<file path="src/rtl/spiking_neuron_layer_if.sv">
// Spike-input / neuron-output bundle shared by a spiking_neuron_layer and its driver.
interface spiking_neuron_layer_if #(
    parameter int INPUT_COUNT  = 4,
    parameter int NEURON_COUNT = 2,
    parameter int SUM_WIDTH    = 12
);
    logic                              enable;
    logic [INPUT_COUNT-1:0]            positive_spike;
    logic [INPUT_COUNT-1:0]            negative_spike;
    logic [NEURON_COUNT-1:0]           pos_spike_out;
    logic [NEURON_COUNT-1:0]           neg_spike_out;
    logic [NEURON_COUNT*SUM_WIDTH-1:0] membrane_out;
    logic [NEURON_COUNT-1:0]           refractory_busy;

    modport master (
        output enable, positive_spike, negative_spike,
        input  pos_spike_out, neg_spike_out, membrane_out, refractory_busy
    );

    modport slave (
        input  enable, positive_spike, negative_spike,
        output pos_spike_out, neg_spike_out, membrane_out, refractory_busy
    );
endinterface

</file>
<file path="src/rtl/spiking_neuron_layer.sv">
// Layer of leaky integrate-and-fire neurons sharing one bank of bipolar spike inputs.
// Each neuron: exponential leak, saturating membrane, refractory hold, selectable post-fire reset.
module lif_neuron #(
    parameter int SUM_WIDTH     = 12,
    parameter int DELTA_WIDTH   = 11,
    parameter int POS_THRESHOLD = 10,
    parameter int NEG_THRESHOLD = -10,
    parameter int LEAK_SHIFT    = 2,
    parameter int REFRACTORY    = 2,
    parameter int RESET_MODE    = 0
) (
    input  logic                          clk,
    input  logic                          reset,
    input  logic                          enable,
    input  logic signed [DELTA_WIDTH-1:0] delta,
    output logic                          pos_spike,
    output logic                          neg_spike,
    output logic                          busy,
    output logic signed [SUM_WIDTH-1:0]   membrane
);
    // One guard bit over the wider operand holds leak+delta and the threshold remainder.
    localparam int EW   = ((SUM_WIDTH > DELTA_WIDTH) ? SUM_WIDTH : DELTA_WIDTH) + 1;
    localparam int RW   = (REFRACTORY > 0) ? $clog2(REFRACTORY + 1) : 1;
    localparam int MAXV = (1 << (SUM_WIDTH - 1)) - 1;
    localparam int MINV = -(1 << (SUM_WIDTH - 1));

    localparam logic signed [EW-1:0] V_MAX = EW'(MAXV);
    localparam logic signed [EW-1:0] V_MIN = EW'(MINV);
    localparam logic signed [EW-1:0] P_TH  = EW'(POS_THRESHOLD);
    localparam logic signed [EW-1:0] N_TH  = EW'(NEG_THRESHOLD);

    logic [RW-1:0]               cnt;
    logic signed [SUM_WIDTH-1:0] v_leak;
    logic signed [EW-1:0]        v_sum;
    logic signed [EW-1:0]        v_sat;

    always_comb begin
        v_leak = (LEAK_SHIFT == 0) ? membrane : membrane - (membrane >>> LEAK_SHIFT);
        v_sum  = EW'(v_leak) + EW'(delta);
        if (v_sum > V_MAX)      v_sat = V_MAX;
        else if (v_sum < V_MIN) v_sat = V_MIN;
        else                    v_sat = v_sum;
    end

    always_ff @(posedge clk) begin
        if (!reset) begin
            membrane  <= '0;
            cnt       <= '0;
            pos_spike <= 1'b0;
            neg_spike <= 1'b0;
        end else begin
            pos_spike <= 1'b0;
            neg_spike <= 1'b0;
            if (enable) begin
                // Refractory edges freeze the membrane entirely, leak included.
                if (cnt != '0) begin
                    cnt <= cnt - 1'b1;
                end else if (v_sat >= P_TH) begin
                    pos_spike <= 1'b1;
                    membrane  <= (RESET_MODE == 1) ? SUM_WIDTH'(v_sat - P_TH) : '0;
                    cnt       <= RW'(REFRACTORY);
                end else if (v_sat <= N_TH) begin
                    neg_spike <= 1'b1;
                    membrane  <= (RESET_MODE == 1) ? SUM_WIDTH'(v_sat - N_TH) : '0;
                    cnt       <= RW'(REFRACTORY);
                end else begin
                    membrane  <= SUM_WIDTH'(v_sat);
                end
            end
        end
    end

    assign busy = (cnt != '0);
endmodule

module spiking_neuron_layer #(
    parameter int INPUT_COUNT   = 4,
    parameter int NEURON_COUNT  = 2,
    parameter int WEIGHT_WIDTH  = 8,
    parameter int SUM_WIDTH     = 12,
    parameter logic signed [WEIGHT_WIDTH-1:0] WEIGHTS [NEURON_COUNT][INPUT_COUNT] =
        '{'{1, 2, 3, 4}, '{2, 2, 2, 2}},
    parameter int POS_THRESHOLD = 10,
    parameter int NEG_THRESHOLD = -10,
    parameter int LEAK_SHIFT    = 2,
    parameter int REFRACTORY    = 2,
    parameter int RESET_MODE    = 0
) (
    input  logic                   clk,
    input  logic                   reset,
    spiking_neuron_layer_if.slave  bus
);
    localparam int DELTA_WIDTH = WEIGHT_WIDTH + $clog2(INPUT_COUNT) + 1;

    logic [NEURON_COUNT-1:0][SUM_WIDTH-1:0] mem;
    logic [NEURON_COUNT-1:0]                pos;
    logic [NEURON_COUNT-1:0]                neg;
    logic [NEURON_COUNT-1:0]                busy;

    for (genvar n = 0; n < NEURON_COUNT; n++) begin : g_neuron
        logic signed [DELTA_WIDTH-1:0] delta;

        // Both bits set on one input cancel to zero.
        always_comb begin
            delta = '0;
            for (int i = 0; i < INPUT_COUNT; i++) begin
                if (bus.positive_spike[i] && !bus.negative_spike[i])
                    delta = delta + DELTA_WIDTH'(WEIGHTS[n][i]);
                else if (!bus.positive_spike[i] && bus.negative_spike[i])
                    delta = delta - DELTA_WIDTH'(WEIGHTS[n][i]);
            end
        end

        lif_neuron #(
            .SUM_WIDTH    (SUM_WIDTH),
            .DELTA_WIDTH  (DELTA_WIDTH),
            .POS_THRESHOLD(POS_THRESHOLD),
            .NEG_THRESHOLD(NEG_THRESHOLD),
            .LEAK_SHIFT   (LEAK_SHIFT),
            .REFRACTORY   (REFRACTORY),
            .RESET_MODE   (RESET_MODE)
        ) u_neuron (
            .clk      (clk),
            .reset    (reset),
            .enable   (bus.enable),
            .delta    (delta),
            .pos_spike(pos[n]),
            .neg_spike(neg[n]),
            .busy     (busy[n]),
            .membrane (mem[n])
        );
    end

    assign bus.pos_spike_out   = pos;
    assign bus.neg_spike_out   = neg;
    assign bus.refractory_busy = busy;
    assign bus.membrane_out    = mem;
endmodule

</file>
<file path="src/flat_wrapper.sv">
// flat-port wrapper written by rule: the top's interface ports become plain ports
module spiking_neuron_layer_flat 
#(
    parameter int INPUT_COUNT   = 4,
    parameter int NEURON_COUNT  = 2,
    parameter int WEIGHT_WIDTH  = 8,
    parameter int SUM_WIDTH     = 12,
    parameter logic signed [WEIGHT_WIDTH-1:0] WEIGHTS [NEURON_COUNT][INPUT_COUNT] =
        '{'{1, 2, 3, 4}, '{2, 2, 2, 2}},
    parameter int POS_THRESHOLD = 10,
    parameter int NEG_THRESHOLD = -10,
    parameter int LEAK_SHIFT    = 2,
    parameter int REFRACTORY    = 2,
    parameter int RESET_MODE    = 0
)
  (clk, reset, bus_enable, bus_positive_spike, bus_negative_spike, bus_pos_spike_out, bus_neg_spike_out, bus_membrane_out, bus_refractory_busy);
  spiking_neuron_layer_if #(.INPUT_COUNT(INPUT_COUNT), .NEURON_COUNT(NEURON_COUNT), .SUM_WIDTH(SUM_WIDTH)) bus_i ();
  input  logic clk;
  input  logic reset;
  input wire logic [$bits(bus_i.enable)-1:0] bus_enable;
  input wire logic [$bits(bus_i.positive_spike)-1:0] bus_positive_spike;
  input wire logic [$bits(bus_i.negative_spike)-1:0] bus_negative_spike;
  output wire logic [$bits(bus_i.pos_spike_out)-1:0] bus_pos_spike_out;
  output wire logic [$bits(bus_i.neg_spike_out)-1:0] bus_neg_spike_out;
  output wire logic [$bits(bus_i.membrane_out)-1:0] bus_membrane_out;
  output wire logic [$bits(bus_i.refractory_busy)-1:0] bus_refractory_busy;
  assign bus_i.enable = bus_enable;
  assign bus_i.positive_spike = bus_positive_spike;
  assign bus_i.negative_spike = bus_negative_spike;
  assign bus_pos_spike_out = bus_i.pos_spike_out;
  assign bus_neg_spike_out = bus_i.neg_spike_out;
  assign bus_membrane_out = bus_i.membrane_out;
  assign bus_refractory_busy = bus_i.refractory_busy;
  spiking_neuron_layer #(.INPUT_COUNT(INPUT_COUNT), .NEURON_COUNT(NEURON_COUNT), .WEIGHT_WIDTH(WEIGHT_WIDTH), .SUM_WIDTH(SUM_WIDTH), .WEIGHTS(WEIGHTS), .POS_THRESHOLD(POS_THRESHOLD), .NEG_THRESHOLD(NEG_THRESHOLD), .LEAK_SHIFT(LEAK_SHIFT), .REFRACTORY(REFRACTORY), .RESET_MODE(RESET_MODE)) u_core (.clk(clk), .reset(reset), .bus(bus_i));
endmodule
</file>
<file path="config.mk">
export PLATFORM = sky130hd
export DESIGN_NAME = spiking_neuron_layer_flat
export DESIGN_NICKNAME = d
export VERILOG_FILES = /design/src/rtl/spiking_neuron_layer_if.sv /design/src/rtl/spiking_neuron_layer.sv /design/src/flat_wrapper.sv
export SDC_FILE = /design/constraint.sdc
export NUM_CORES = 1
export LEC_CHECK = 0
export BUFFER_PORTS_ARGS = -buffer_cell sky130_fd_sc_hd__buf_2
export CORE_MARGIN = 4
export CORE_UTILIZATION = 62
export CTS_BUF_LIST = sky130_fd_sc_hd__clkbuf_16
export CTS_CLUSTER_SIZE = 10
export DETAILED_ROUTE_END_ITERATION = 8
export GPL_ROUTABILITY_DRIVEN = 0
export PLACE_DENSITY = 0.78
export RECOVER_POWER = 100
export SYNTH_ARGS = -nofsm -noshare
export SYNTH_HDL_FRONTEND = slang
export SYNTH_SLANG_ARGS = --single-unit
</file>
<file path="constraint.sdc">
create_clock -name clk -period 7.6 [get_ports clk]
set_clock_uncertainty 0.05 [all_clocks]
set_input_delay 1.52 -clock clk [delete_from_list [all_inputs] [get_ports clk]]
set_output_delay 1.52 -clock clk [all_outputs]
set_load 0.02 [all_outputs]
</file>
==> results of run 1 <==
## through the flow
stage                     worst slack [ps]  cell area (sq um)  utilization [%]  power (mW)
after floorplan                       1090               4880                -       0.465
after global placement                 697               5100             66.3       0.518
after detailed placement               423               5100             66.3       0.530
after CTS                              690               5250             68.2       0.730
after global routing                  83.7               5180             67.4       0.783
final                                  591               5180             67.4       0.729
## per-layer routing
layer	share of wire [%]	up-vias
li1	-	2361
met1	45	2164
met2	49	123
met3	4.6	23
met4	1.5	0
met5	0	-
## final cells by class
type	instances	share of cell area, %
Tap cell	102	2.46
Inverter	72	5.21
Timing Repair Buffer	41	3.26
Clock buffer	5	2.41
Clock inverter	3	0.459
Sequential cell	32	12.4
Multi-Input combinational cell	532	73.8
## critical path: cells and delay by family
family | cells | cell delay [ps]
buffers and inverters | 3 | 400
and+or+nand+nor | 9 | 1930
adders and majority gates | 3 | 1170
xor gates and xnor gates | 2 | 500
AOI/OAI and AO/OA | 7 | 1610
## kinds of logic after synthesis
logic type               after synthesis
flip-flops                            32
AND/OR/NAND/NOR                      229
buffers and inverters                 95
XOR/XNOR                              41
adder cells (fa/ha/maj)               85
multiplexers                           7
AO/OA/AOI/OAI                        170
## flip-flops by register name, summed over array words and instances (netlist names)
register                            count
u_core.g_neuron.u_neuron.neg_spike      2
u_core.g_neuron.u_neuron.cnt            4
u_core.g_neuron.u_neuron.membrane      24
u_core.g_neuron.u_neuron.pos_spike      2
## final timing paths
| path | from | endpoint | slack [ps] | depth (start not counted) |
|---|---|---|---|---|
| worst max-delay path | bus_negative_spike[0] | u_core.g_neuron[1].u_neuron.cnt[1]$_SDFFE_PN0P_ | 590 | 24 |
| worst max register to register | u_core.g_neuron[0].u_neuron.membrane[2]$_SDFFE_PN0P_ | u_core.g_neuron[0].u_neuron.membrane[2]$_SDFFE_PN0P_ | 2170 | 20 |
| worst min register to register | u_core.g_neuron[0].u_neuron.cnt[0]$_SDFFE_PN0P_ | u_core.g_neuron[0].u_neuron.cnt[0]$_SDFFE_PN0P_ | 410 | 2 |
| worst min-delay path | u_core.g_neuron[0].u_neuron.cnt[0]$_SDFFE_PN0P_ | u_core.g_neuron[0].u_neuron.cnt[0]$_SDFFE_PN0P_ | 410 | 2 |
## power by group
part	internal, mW	switching (mW)
logic	0.138	0.219
clock network	0.122	0.0764
registers	0.172	0.00198
total	0.432	0.298
## placed cells by master (no fill, tap or decap), types with 3 or more instances in the layout
| master | count |
|---|---|
| a211o_1 | 6 |
| a21boi_0 | 6 |
| a21o_1 | 13 |
| a21oi_1 | 40 |
| a22o_1 | 9 |
| a31oi_1 | 9 |
| and3_1 | 5 |
| buf_2 | 9 |
| clkbuf_1 | 31 |
| clkbuf_16 | 5 |
| dfxtp_1 | 32 |
| fa_1 | 5 |
| ha_1 | 73 |
| inv_1 | 72 |
| maj3_1 | 7 |
| mux2i_1 | 6 |
| nand2_1 | 87 |
| nand2b_1 | 11 |
| nand3_1 | 22 |
| nand4_1 | 3 |
| nor2_1 | 49 |
| nor2b_1 | 12 |
| nor3_1 | 10 |
| nor3b_1 | 4 |
| nor4_1 | 8 |
| o211ai_1 | 9 |
| o21a_1 | 3 |
| o21ai_0 | 32 |
| o21bai_1 | 3 |
| o22ai_1 | 3 |
| o311a_1 | 3 |
| or3_1 | 4 |
| xnor2_1 | 27 |
| xor2_1 | 13 |
==> reports/qor.csv, run 1 <==
stage;metric;value;unit
route;drt_iter0_drc;175;
logic_synthesis;synth-async-reset-ratio;0;%
logic_synthesis;synth_fa_ha_area_share;22.2;%
floorplanning;core-area;7690;sq um
worst_hold_path;hold_path.class;reg2reg;
logic_synthesis;syn_inst;659;
grt;antenna_found_initial;0;
logic_synthesis;synth_top_family_by_area;compound AO/OA/AOI/OAI gates;
logic_synthesis;synth-compound-area-share;25.2;%
worst_setup_path;critical_path_required;7720;ps
logic_synthesis;syn-num-nets;748;
sta;finalSetupTns;0;ps
worst_setup_path;max_stage_delay;440;ps
sta;slew_violations;0;
final_layout;antenna_cells;0;
final_layout;area_delta_synth_final;6.20;%
logic_synthesis;synth_top_area_share;18.7;%
grt;grt_overflow;0;
final_layout;seq_area;641;sq um
logic_synthesis;synth_edf_count;0;
floorplanning;floorplan.die_area;9360;sq um
logic_synthesis;post-synth-top-count-cell;nand2_1;
final_layout;multi_input_comb_area;3830;sq um
cts;clockRootBuffer;clkbuf_16;
cts;htreeDepth;2;
worst_setup_path;cp_max_fo;8;
worst_setup_path;cp-start-kind;primary input;
cts;ctsResizeCount;0;
worst_setup_path;crit_chain;buf_2 -> inv_1 -> ha_1 -> nand2b_1 -> a21oi_1 -> nor2_1 -> inv_1 -> nand3_1 -> ha_1 -> nand2b_1 -> a32oi_2 -> nand3_1 -> nor4_2 -> a32oi_1 -> xnor2_1 -> ha_1 -> nand3_1 -> a31oi_1 -> a2bb2oi_2 -> xor2_1 -> nor2b_1 -> a41oi_1 -> and2_0 -> o211a_1;
logic_synthesis;yosys.area_share.simple;22.5;%
cts;hold_buffers;0;
final_layout;instances_no_fill;787;
sta;worst_pin_slew;734;ps
route;post_drt_wl_per_cell;14.2;um
final_layout;layout-drive-gt1-share;5.84;%
logic_synthesis;synth_xor_area_share;7.51;%
pwr;power_density;141;nW/um^2
sta;hold_viol;0;
flow_run;maxCapViolCount;0;
grt;met2_usage;43.4;%
worst_setup_path;slowest_stage;ha_1;
cts;cts_setup_buffers;0;
place;placed_cells;779;
floorplanning;die_w;96.7;um
grt;grt_first_pass_wirelength;19400;um
logic_synthesis;syn_area;4880;sq um
grt;grt_use_total;23.5;%
sta;rsz0062_at_grt;no;
status;status;completed;
pwr;leakagePower;2.39;nW
logic_synthesis;ys_ff_latch;32;
grt;grt_use_met3;3.68;%
sta;fmax;0.143;GHz
sta;setup_violations;0;
floorplanning;floorplan.rows;32;
logic_synthesis;synth.area.mux_share;1.46;%
route;routed_wl;11200;um
logic_synthesis;yosys_warnings;0;
final_layout;fillCellCount;719;
sta;max_slew_margin;50.4;%
sta;fin_crit_sh;92.2;%
worst_setup_path;cp.arrival;7130;ps
grt;grt_max_degree;21;
logic_synthesis;avgSynthCellArea;7.41;sq um
place;hpwl;8940;um
sta;hold_ws;413;ps
logic_synthesis;synth_common_cells;nand2_1 (87), ha_1 (73), inv_1 (72), nor2_1 (49), a21oi_1 (39);
pwr;vdd_drop_max;0.0934;mV
cts;clock_latency;270;ps
logic_synthesis;synth_top_area_cell;ha_1;
sta;min_period;7010;ps
route;route.vias.total;4671;
floorplanning;ioPinCount;41;
cts;cts.sink_count;32;
cts;cts.path.max_buffers;2;
logic_synthesis;synth_area_leaders;ha_1 (19%), dfxtp_1 (13%), nand2_1 (6.7%), inv_1 (5.5%), xnor2_1 (4.8%);
grt;busiest_layer;met2;
cts;cts_tree;yes;
worst_setup_path;path_class;in2reg;
cts;numCtsBuffers;5;
route;final_antenna_net_count;0;
logic_synthesis;ys.flop_type;dfxtp_1;
logic_synthesis;seq_area_frac_synth;13.1;%
worst_setup_path;end_kind;register;
floorplanning;die_h;96.7;um
route;drt-pass1-iter-count;6;
route;drc;0;
route;viasPerCell;5.94;
floorplanning;initial_core_util;63.5;%
logic_synthesis;yosysUniqueCellTypes;75;
grt;grt_pass1_vias;4473;
final_layout;nNetsFinal;773;
cts;clkSlewWorstSetupHoldPaths;60;ps
place;port_buffers;40;
grt;grt_util_met1;28.9;%
(Power assumes the default switching activity.)
==> inputs of run 2 (changes only) <==
PLACE_DENSITY = 0.84   (was 0.78)
==> run 2 against run 1 <==
Net effect:
- routed wire length up 1.1%
- fmax up 0.38%
- cell count unchanged
- sequential power about the same
- via count up 1.2%
- first-iteration DRC count up 6.9%
- non-clock buffer count unchanged
- count of clock-buffer cells in the layout unchanged
- utilization about the same
- die area unchanged
- hold slack worse by 1.0 ps
- flip-flop and latch count unchanged
- largest cell class unchanged
- highest routed layer unchanged
==> reports/qor.csv, run 2 (synthesis results as in run 1) <==
stage;metric;value;unit
route;viasPerCell;6.00;
sta;min_period;6980;ps
place;hpwl;9140;um
worst_setup_path;path_class;in2reg;
route;drt_iter0_drc;187;
route;drt-pass1-iter-count;5;
worst_setup_path;worst-r2r-cell-count;20;
sta;max_slew_margin;54.0;%
worst_setup_path;end_kind;register;
route;routed_wl;11300;um
cts;cts.sink_count;32;
worst_setup_path;critical_path_required;7760;ps
cts;cts_setup_buffers;0;
worst_setup_path;cp.arrival;7150;ps
worst_setup_path;cp_max_fo;8;
place;port_buffers;40;
worst_setup_path;max_stage_delay;430;ps
route;final_antenna_net_count;0;
floorplanning;core-area;7690;sq um
worst_setup_path;crit_chain;buf_2 -> inv_1 -> ha_1 -> nand2b_1 -> a21oi_1 -> nor2_1 -> inv_1 -> nand3_1 -> ha_1 -> nand2b_1 -> a32oi_1 -> nand3_1 -> nor4_2 -> a32oi_1 -> xnor2_1 -> ha_1 -> nand3_1 -> a31oi_1 -> a2bb2oi_2 -> xor2_1 -> nor2b_1 -> nand3_1 -> or2_0 -> nand2_1;
final_layout;final_util;67.5;%
grt;grt_first_pass_wirelength;19400;um
floorplanning;ioPinCount;41;
final_layout;nNetsFinal;773;
worst_setup_path;cp-start-kind;primary input;
worst_hold_path;whs_path_depth;2;
final_layout;largest_register_ffs;24;
final_layout;final_area;5190;sq um
final_layout;fillCellCount;660;
final_layout;layout-drive-gt1-share;5.40;%
pwr;power;0.755;mW
final_layout;area_delta_synth_final;6.28;%
worst_hold_path;hold_path.class;reg2reg;
route;post_drt_wl_per_cell;14.3;um
route;drc;0;
cts;cts_tree;yes;
cts;clock_latency;280;ps
grt;grt_max_degree;21;
floorplanning;die_w;96.7;um
sta;slew_violations;0;
final_layout;top_register;u_core.g_neuron.u_neuron.membrane;
grt;grt_use_total;23.5;%
route;route.vias.total;4725;
floorplanning;initial_core_util;63.5;%
cts;numCtsBuffers;5;
final_layout;largestRegisters;u_core.g_neuron.u_neuron.membrane: 24 flops, u_core.g_neuron.u_neuron.cnt: 4 flops;
cts;htreeDepth;2;
worst_setup_path;crit_top_cell;nand3_1;
floorplanning;die_h;96.7;um
sta;hold_viol;0;
place;placed_area;5100;sq um
cts;hold_buffers;0;
sta;worst_pin_slew;680;ps
sta;finalSetupTns;0;ps
cts;cts.path.max_buffers;2;
pwr;vdd_drop_max;0.0841;mV
floorplanning;floorplan.die_area;9360;sq um
sta;setup_violations;0;
pwr;power_density;145;nW/um^2
pwr;leakagePower;2.41;nW
sta;rsz0062_at_grt;no;
cts;clockRootBuffer;clkbuf_16;
floorplanning;floorplan.rows;32;
final_layout;layout_common_cells;nand2_1 (87), inv_1 (73), ha_1 (73);
grt;antenna_found_initial;0;
flow_run;maxCapViolCount;0;
cts;ctsResizeCount;0;
sta;fmax;0.143;GHz
final_layout;layout_commonest_cell;nand2_1;
cts;clkSlewWorstSetupHoldPaths;60;ps
grt;grt_overflow;0;
grt;grt_pass1_vias;4596;
final_layout;antenna_cells;0;
status;status;completed;
sta;fin_crit_sh;91.9;%
worst_setup_path;slowest_stage;ha_1;
==> run 2: changes by cell type in the layout (fill, tap and decap cells not counted), sizes merged <==
cell and delta:
bufinv +1, clkinvlp -2, inv +1
==> run 2: worst paths after layout <==
check                                                             start                                                     to  slack, ps
setup / recovery                                  bus_negative_spike[0]   u_core.g_neuron[1].u_neuron.membrane[8]$_SDFFE_PN0P_        620
hold / removal    u_core.g_neuron[1].u_neuron.membrane[11]$_SDFFE_PN0P_  u_core.g_neuron[1].u_neuron.membrane[11]$_SDFFE_PN0P_        410
setup reg to reg   u_core.g_neuron[0].u_neuron.membrane[2]$_SDFFE_PN0P_   u_core.g_neuron[0].u_neuron.membrane[0]$_SDFFE_PN0P_       2390
hold reg to reg   u_core.g_neuron[1].u_neuron.membrane[11]$_SDFFE_PN0P_  u_core.g_neuron[1].u_neuron.membrane[11]$_SDFFE_PN0P_        410
==> run 2: per-stage QoR <==
stage | setup slack (ps) | hold slack [ps] | std cells
2_1_floorplan | 1090 | 385 | 659
3_5_place_dp | 491 | 405 | 779
6_report | 617 | 412 | 787
4_1_cts | 739 | 409 | 787
5_1_grt | 145 | 439 | 787
3_3_place_gp | 709 | 396 | 779
==> run 2: per-layer routing <==
metal,track usage (%),wire (um),vias to the layer above,part of all wire [%]
li1,-,-,2367,-
met2,44.3,5760,126,51
met1,27.6,4830,2209,43
met4,6.59,199,0,1.8
met3,3.03,484,23,4.3
met5,0,0,-,0
==> run 2: critical path: cells and delay by family <==
family | cells | cell delay (ps)
xor gates and xnor gates | 2 | 500
adders and majority gates | 3 | 1140
and+or+nand+nor | 11 | 2370
buffers and inverters | 3 | 400
AOI/OAI and AO/OA | 5 | 1210
==> run 2: area by class of cell <==
type | instances | area (sq um) | share of cell area [%]
multi-input cells | 532 | 3820 | 73.6
flip-flops and latches | 32 | 641 | 12.3
repair buffers | 41 | 169 | 3.26
well taps | 102 | 128 | 2.46
clock buffers | 5 | 125 | 2.41
clock inverters | 3 | 38.8 | 0.748
inverters | 72 | 270 | 5.21
==> run 2: power breakdown <==
| group | total [mW] | switching, mW | internal [mW] |
|---|---|---|---|
| registers | 0.174 | 0.00207 | 0.172 |
| logic | 0.353 | 0.215 | 0.138 |
| clock network | 0.228 | 0.0751 | 0.153 |
==> inputs of run 3 (changes only) <==
CORE_UTILIZATION = 63   (was 62)
PLACE_DENSITY = 0.85   (was 0.84)
SYNTH_HIERARCHICAL = 1   (was unset)
==> run 3 against run 2 <==
Net effect:
- synthesized cell count increased by 9.6%
- sequential power about the same
- setup slack got worse by 61 ps
- cell count is 7.6% higher
- power up 7.3%
- critical path depth unchanged
- global-route usage rose by 2.3 points
- register-to-register slack better by 110 ps
- routed wire length rose by 19%
- die area grew 7.5%
==> reports/qor.csv, run 3 <==
stage;metric;value;unit
route;route.vias.total;5386;
logic_synthesis;synth-async-reset-ratio;0;%
logic_synthesis;seq_area_frac_synth;11.9;%
logic_synthesis;synth_edf_count;0;
logic_synthesis;ys.flop_type;dfxtp_1;
final_layout;top_register;u_core/g_neuron.u_neuron/membrane;
floorplanning;core-area;8260;sq um
route;viasPerCell;6.36;
sta;fmax;0.142;GHz
route;final_antenna_net_count;0;
sta;fin_crit_sh;92.7;%
logic_synthesis;avgSynthCellArea;7.43;sq um
final_layout;largest_register_ffs;24;
worst_hold_path;hold_path.class;reg2reg;
floorplanning;floorplan.die_area;10100;sq um
worst_setup_path;cp.arrival;7140;ps
status;status;completed;
logic_synthesis;synth_xor_area_share;6.97;%
cts;hold_buffers;0;
cts;clkSlewWorstSetupHoldPaths;50;ps
worst_hold_path;min_to;u_core/g_neuron[0].u_neuron/cnt[0]$_SDFFE_PN0P_;
pwr;leakagePower;2.48;nW
floorplanning;floorplan.rows;33;
logic_synthesis;synth.area.mux_share;2.57;%
place;port_buffers;40;
cts;numCtsBuffers;5;
worst_hold_path;min_from;u_core/g_neuron[0].u_neuron/cnt[0]$_SDFFE_PN0P_;
route;post_drt_wl_per_cell;15.8;um
sta;setup_violations;0;
logic_synthesis;synth-compound-area-share;29.2;%
logic_synthesis;syn_inst;722;
final_layout;final_util;68.4;%
route;routed_wl;13400;um
pwr;vdd_drop_max;0.0762;mV
sta;min_period;7040;ps
cts;cts.path.max_buffers;2;
cts;clock_latency;280;ps
sta;rsz0062_at_grt;no;
sta;slew_violations;0;
route;drt_iter0_drc;390;
final_layout;layout_common_cells;inv_1 (75), nand2_1 (73), ha_1 (71);
grt;grt_first_pass_wirelength;22200;um
sta;hold_viol;0;
logic_synthesis;yosysUniqueCellTypes;101;
flow_run;maxCapViolCount;0;
place;hpwl;10200;um
grt;grt_use_total;25.8;%
final_layout;layout-drive-gt1-share;6.60;%
sta;max_slew_margin;14.9;%
final_layout;largestRegisters;u_core/g_neuron.u_neuron/membrane: 24 flops, u_core/g_neuron.u_neuron/cnt: 4 flops;
logic_synthesis;ys_ff_latch;32;
logic_synthesis;synth_common_cells;inv_1 (73), nand2_1 (73), ha_1 (71), nor2_1 (64), a21oi_1 (53);
route;drc;0;
worst_setup_path;r2r_end;u_core/g_neuron[0].u_neuron/cnt[1]$_SDFFE_PN0P_;
worst_setup_path;end_kind;register;
worst_hold_path;whs_path_depth;2;
logic_synthesis;synth_top_family_by_area;compound AO/OA/AOI/OAI gates;
cts;cts_tree;yes;
pwr;switchingPower;0.331;mW
pwr;swShare;40.9;%
worst_setup_path;cp_max_fo;15;
route;drt-pass1-iter-count;5;
final_layout;nNetsFinal;828;
floorplanning;die_w;100;um
logic_synthesis;yosys.area_share.simple;22.2;%
pwr;pwr-share-clk;27.8;%
grt;grt_max_degree;24;
final_layout;area_delta_synth_final;5.29;%
worst_setup_path;regToRegSetupSlack;2500;ps
logic_synthesis;synth_area_leaders;ha_1 (17%), dfxtp_1 (12%), inv_1 (5.1%), nand2_1 (5.1%), a21oi_1 (4.9%);
cts;ctsResizeCount;0;
cts;htreeDepth;2;
worst_setup_path;worst-r2r-cell-count;19;
worst_setup_path;worstReg2RegStart;u_core/g_neuron[0].u_neuron/membrane[3]$_SDFFE_PN0P_;
cts;cts.sink_count;32;
logic_synthesis;synth_fa_ha_area_share;18.8;%
floorplanning;ioPinCount;41;
logic_synthesis;syn_area;5370;sq um
grt;antenna_found_initial;0;
cts;clockRootBuffer;clkbuf_16;
pwr;seqPwrFrac;21.6;%
final_layout;layout_commonest_cell;inv_1;
cts;cts_setup_buffers;0;
worst_setup_path;cp-start-kind;primary input;
sta;worst_pin_slew;1270;ps
sta;finalSetupTns;0;ps
logic_synthesis;yosys_warnings;6;
worst_setup_path;critical_path_required;7690;ps
logic_synthesis;synth_top_area_share;16.6;%
grt;grt_pass1_vias;5002;
pwr;power.internal;0.478;mW
floorplanning;initial_core_util;65.0;%
logic_synthesis;synth_top_area_cell;ha_1;
final_layout;antenna_cells;0;
logic_synthesis;syn-num-nets;809;
worst_setup_path;path_class;in2reg;
pwr;power_density;143;nW/um^2
floorplanning;die_h;100;um
grt;grt_overflow;0;
pwr;comb_power_share;50.6;%
-- run 3: cell count changes in the layout (fill, tap and decap cells not counted), moves of 5 or more --
cell     previous run  this run
o21ai_1             1        11
a21oi_1            41        53
nor2_1             49        64
xnor2_1            27        22
xor2_1             13        18
nand2_1            87        73
o21a_1              3        11
maj3_1              7         2
-- run 3: cells by family (layout without fill, tap and decap cells) --
| logic type | Yosys count | in the layout |
|---|---|---|
| flip-flops | 32 | 32 |
| adder cells (fa/ha/maj) | 78 | 78 |
| other | 1 | 1 |
| buffers and inverters | 104 | 124 |
| AO/OA/AOI/OAI | 219 | 219 |
| multiplexers | 12 | 12 |
| XOR/XNOR | 41 | 41 |
| AND/OR/NAND/NOR | 235 | 235 |
-- run 3: cell type report --
type                       count  area (sq um)
clock buffer                   5           125
multi-input combinational    586          4260
tap                          105           131
clock inverter                 3          38.8
fill                         695          2610
sequential                    32           641
inverter                      75           282
timing repair buffer          41           170
-- run 3: worst max-delay path, stage by stage --
cell and delay, ps:
buf_2 100, inv_1 60, ha_1 580, o21ai_0 230, a221o_1 380, inv_1 270
ha_1 210, inv_1 40, ha_1 270, o21ai_0 100, a211oi_2 420, a21boi_0 230
and4_1 270, mux2i_1 110, xnor2_1 160, ha_1 250, or3_1 330, a221oi_2 200
o2bb2ai_1 190, o21ai_0 190, xor2_1 390, nor3_1 160, a32oi_1 320, o21ai_0 160
-- run 3: power groups by stage --
stage	sequential, mW	clock (mW)	combinational [mW]
2_1_floorplan	0.180	0	0.321
3_3_place_gp	0.177	0	0.379
3_5_place_dp	0.178	0	0.396
4_1_cts	0.174	0.228	0.403
5_1_grt	0.175	0.235	0.449
6_report	0.174	0.225	0.410
-- run 3: worst max path at each step --
stage | slack [ps] | from | endpoint
6_report | 560 | bus_positive_spike[0] | u_core/g_neuron[1].u_neuron/membrane[2]$_SDFFE_PN0P_
5_1_grt | 130 | bus_positive_spike[0] | u_core/g_neuron[1].u_neuron/membrane[1]$_SDFFE_PN0P_
4_1_cts | 660 | bus_positive_spike[0] | u_core/g_neuron[0].u_neuron/cnt[1]$_SDFFE_PN0P_
3_5_place_dp | 380 | bus_positive_spike[0] | u_core/g_neuron[0].u_neuron/cnt[1]$_SDFFE_PN0P_
3_3_place_gp | 560 | bus_positive_spike[0] | u_core/g_neuron[0].u_neuron/cnt[1]$_SDFFE_PN0P_
2_1_floorplan | 1130 | bus_positive_spike[0] | u_core/g_neuron[0].u_neuron/cnt[0]$_SDFFE_PN0P_
-- run 3: metal layers --
metal / GRT usage [%] / vias to the layer above / part of all wire [%]
met5: 0 / - / 0
met4: 6.74 / 0 / 1.6
met3: 2.29 / 24 / 6.2
met2: 46.9 / 206 / 48
met1: 32.5 / 2530 / 44
li1: - / 2626 / -
-- run 3: per-stage QoR --
| stage | area, sq um | power [mW] | cells | worst slack [ps] | hold WS [ps] |
|---|---|---|---|---|---|
| after floorplan | 5370 | 0.502 | 722 | 1130 | 385 |
| after global placement | 5540 | 0.557 | 839 | 560 | 395 |
| after detailed placement | 5540 | 0.574 | 839 | 376 | 410 |
| after CTS | 5710 | 0.805 | 847 | 658 | 423 |
| after global routing | 5650 | 0.859 | 847 | 131 | 446 |
| final | 5650 | 0.809 | 847 | 556 | 416 |
